[config.mk]
export PLATFORM = sky130hd
export DESIGN_NAME = prbs31_pred
export DESIGN_NICKNAME = d
export VERILOG_FILES = /design/src/rtl/prbs31_pkg.sv /design/src/rtl/prbs31_pred.sv
export SDC_FILE = /design/constraint.sdc
export NUM_CORES = 1
export LEC_CHECK = 0
export CAP_MARGIN = 25
export CORE_UTILIZATION = 60
export CTS_CLUSTER_DIAMETER = 40
export DETAILED_ROUTE_END_ITERATION = 6
export DONT_BUFFER_PORTS = 1
export HOLD_SLACK_MARGIN = 0.06
export PLACE_DENSITY = 0.76
export SYNTH_ARGS = -nofsm -noshare
export SYNTH_HDL_FRONTEND = slang
export SYNTH_SLANG_ARGS = --single-unit
[constraint.sdc]
create_clock -name clk -period 1.86 [get_ports clk]
set_input_delay 0.372 -clock clk [delete_from_list [all_inputs] [get_ports clk]]
set_output_delay 0.372 -clock clk [all_outputs]
set_load 0.02 [all_outputs]
[src/rtl/prbs31_pkg.sv]
// rtl/prbs31_pkg.sv - PRBS31 checker shared constants, state type and parameter defaults
package prbs31_pkg;

   // Polynomial x^31 + x^28 + 1: the prediction taps the two oldest relevant history bits
   localparam int SR_W  = 31;
   localparam int TAP_A = 30;
   localparam int TAP_B = 27;

   localparam int LOCK_GOOD_DEF = 64;
   localparam int LOSS_WIN_DEF  = 256;
   localparam int LOSS_THR_DEF  = 8;

   typedef enum logic [1:0] {
      SEED   = 2'd0,
      VERIFY = 2'd1,
      LOCKED = 2'd2
   } state_t;

endpackage

[src/rtl/prbs31_pred.sv]
// rtl/prbs31_pred.sv - 31-bit PRBS history register and next-bit predictor
module prbs31_pred
   import prbs31_pkg::*;
(
   input  logic clk,
   input  logic rst_n,
   input  logic shift_en,
   input  logic sel_exp,
   input  logic din,
   output logic exp_bit,
   output logic next_nz
);

   logic [SR_W-1:0] sr_q, sr_d;
   logic            shift_bit;

   assign exp_bit   = sr_q[TAP_A] ^ sr_q[TAP_B];
   // When locked, the predicted bit is fed back so a corrupted input cannot poison the history
   assign shift_bit = sel_exp ? exp_bit : din;
   assign next_nz   = |{sr_q[SR_W-2:0], shift_bit};

   // Newest bit enters at sr[0]; history only moves on valid cycles
   always_comb begin
      sr_d = sr_q;
      if (shift_en) begin
         sr_d = {sr_q[SR_W-2:0], shift_bit};
      end
   end

   // History register with synchronous active-high clear
   always_ff @(posedge clk) begin
      if (rst_n) begin
         sr_q <= '0;
      end else begin
         sr_q <= sr_d;
      end
   end

endmodule

==> impl_metrics.py <==
metrics = {
    "floorplanning": {
        "die-width_um": 46.2,
        "io_pins": 7,
        "start_util_pct": 65.8,
        "core-area_mm2": 0.00178,
        "dieArea_mm2": 0.00214,
        "die_h_um": 46.2,
        "rows": 15,
    },
    "sta": {
        "relSlewSlack_pct": 83.4,
        "setup_viol": 1,
        "drv_slew": 0,
        "finalCritPeriodShare_pct": 103,
        "fin_tns_setup_ps": -58.0,
        "worst_pin_slew_ps": 246,
        "layout_min_cycle_time_ps": 1920,
        "fmax_ghz": 0.521,
        "fin_ws_ps": -58.0,
        "clock_skew_ps": 7.56,
        "rsz0062_at_grt": "true",
        "finalHoldViolations": 0,
    },
    "worst_setup_path": {
        "r2r_setup_slack_ps": 590,
        "critPathMaxStageDelay_ps": 430,
        "crit_path_max_fanout": 3,
        "critical_path_class": "flop to output pin",
        "critPathCaptureType": "output pin",
        "path_cells": "xor2_2 -> mux2_4 -> or3_4",
        "arrival_ps": 1550,
        "crit_slowest_cell": "or3_4",
        "r2r_end": "sr_q[0]",
        "reg2reg_depth": 4,
        "reg2reg_from": "sr_q[27]",
        "cp_data_required_time_ps": 1490,
        "cp-start-kind": "flop",
    },
    "pwr": {
        "power.switching_mw": 0.221,
        "p_clk_share_pct": 35.7,
        "leakage_nw": 0.589,
        "sw_frac_of_total_pct": 20.4,
        "pwr-share-seq_pct": 61.5,
        "p_per_area_mw_per_mm2": 818,
        "intPower_mw": 0.860,
        "power_frac_comb_pct": 2.7,
        "vdd_drop_max_mv": 0.622,
    },
    "final_layout": {
        "num_antenna_cells": 0,
        "nNetsFinal": 122,
        "drive_gt1_share_pct": 21.4,
        "syn2layout_area_growth_pct": 12.6,
        "largest_reg_flops": 31,
        "fin_cells": 142,
        "largest-register": "sr_q",
        "reg_top3": "sr_q: 31 flops",
    },
    "clock_tree": {
        "clk_pin_slew_ps": 90,
        "clock-sinks": 31,
        "hold_buffers": 0,
        "cts_buffers": 5,
        "htree_levels": 2,
        "worstSkewPairLatency_ps": 320,
        "cts_root_buf": "clkbuf_4",
        "cts_tree": "built",
        "cts_buffer_depth": 2,
    },
    "hold_path": {
        "hold_path_startpoint": "rst_n",
        "hold_class": "input pin to flop",
        "holdPathStages": 1,
        "hold_end": "sr_q[1]",
    },
    "routing": {
        "drt_iter0_drc": 9,
        "wl_um": 1980,
        "wl_per_cell_um": 13.9,
        "vias": 767,
        "routed_via_density": 5.40,
        "firstDrtPassIters": 2,
        "postRouteAntennaNets": 0,
        "drc": 0,
    },
    "synth": {
        "yosys_warnings": 0,
        "netlist_area_mm2": 0.00117,
        "synth_nets": 119,
        "seq_area_frac_synth_pct": 52.9,
        "ys_ff_latch": 31,
        "ys_types": 13,
        "syn_area_per_cell_um2": 10.3,
        "netlist_instances": 114,
    },
    "global_routing": {
        "grt_max_degree": 33,
        "grt_overflow_total": 0,
        "grt_pass1_vias": 683,
        "antenna_found_initial": 0,
        "grt_pass1_wl_um": 3020,
        "grt_usage_pct": 21.0,
    },
    "placed_design": {
        "routabilityCongestion": 0.680,
        "place_ws_ps": 242,
        "hpwl_um": 1170,
        "dp.cells": 133,
        "io_buffers": 0,
    },
    "outcome": {
        "failed_checks": "setup timing",
        "status": "complete, but fails checks",
    },
    "run": {
        "drv_cap": 0,
    },
}
-- cell usage after synthesis (all sizes together) --
library cell	n	area [µm²]
xor2	1	8.76
dfxtp	31	621
clkbuf	4	15.0
nor4	7	43.8
nand4	2	12.5
mux2i	30	300
mux2	1	15.0
nor3b	1	7.51
or3	1	6.26
nor2	31	116
inv	1	3.75
a31o	1	8.76
buf	3	15.0
-- cells by family (layout without fill, tap and decap cells) --
group | Yosys count | after routing | share of synthesized area [%]
flops | 31 | 31 | 52.9
mux | 31 | 31 | 26.9
xor+xnor | 1 | 1 | 0.746
buf+inv | 8 | 11 | 2.88
compound gates | 1 | 1 | 0.746
simple gates | 42 | 42 | 15.9
-- power groups by stage --
stage	sequential [mW]	clock, mW	combinational [mW]
final	0.665	0.386	0.0295
after global placement	0.681	0	0.0244
after floorplan	0.681	0	0.0464
after detailed placement	0.681	0	0.0243
after CTS	0.666	0.399	0.0268
after global routing	0.666	0.425	0.0306
-- cell type report --
cell class / count / area, µm²
inverters: 1 / 3.75
flip-flops and latches: 31 / 629
repair buffers: 3 / 22.5
well taps: 25 / 31.3
multi-input cells: 75 / 578
clock inverters: 1 / 5.00
fillers: 122 / 462
clock buffers: 6 / 51.3
-- placed cells by master, fill, tap and decap left out, drive strengths merged --
master / count
mux2: 1
mux2i: 30
dfxtp: 31
nor2: 31
xor2: 1
or3: 1
clkbuf: 6
inv: 1
buf: 3
clkinv: 1
nor4: 7
nor3b: 1
a31o: 1
nand4: 2
-- worst max-delay path, delay by kind of cell (launching register included) --
| kind | cells | cell delay, ps |
|---|---|---|
| multiplexers | 1 | 280 |
| flip-flops | 1 | 370 |
| AND/OR/NAND/NOR | 1 | 430 |
| XOR/XNOR | 1 | 150 |
-- worst max path at each step --
stage,start,end,depth (start not counted)
floorplan,sr_q[27],next_nz,3
CTS,sr_q[27],next_nz,3
detailed placement,sr_q[27],next_nz,3
global route,sr_q[13],next_nz,3
global placement,sr_q[21],next_nz,3
finish,sr_q[27],next_nz,3
-- metal layers --
layer	GRT usage (%)	routed length [µm]
met4	10.6	33
met3	8.24	58
met2	31.5	939
met5	0	0
met1	25.8	946
-- stage by stage --
step,cell area [µm²],utilization (%),hold slack [ps],total power [mW]
floorplan,1170,-,480,0.727
global placement,1180,66.3,447,0.706
detailed placement,1180,66.3,448,0.706
CTS,1270,71.0,92.3,1.09
global route,1320,74.1,88.9,1.12
finish,1320,74.1,107,1.08
-- timing repair --
action | CTS | global route
endpoints found under the hold margin | 0 | 0
gates resized for setup | 5 | 10
buffers inserted | 1 | 1
pin swaps | 2 | 2
setup endpoints to repair | 1 | 1
No activity file was read; power rests on OpenSTA's default activity.
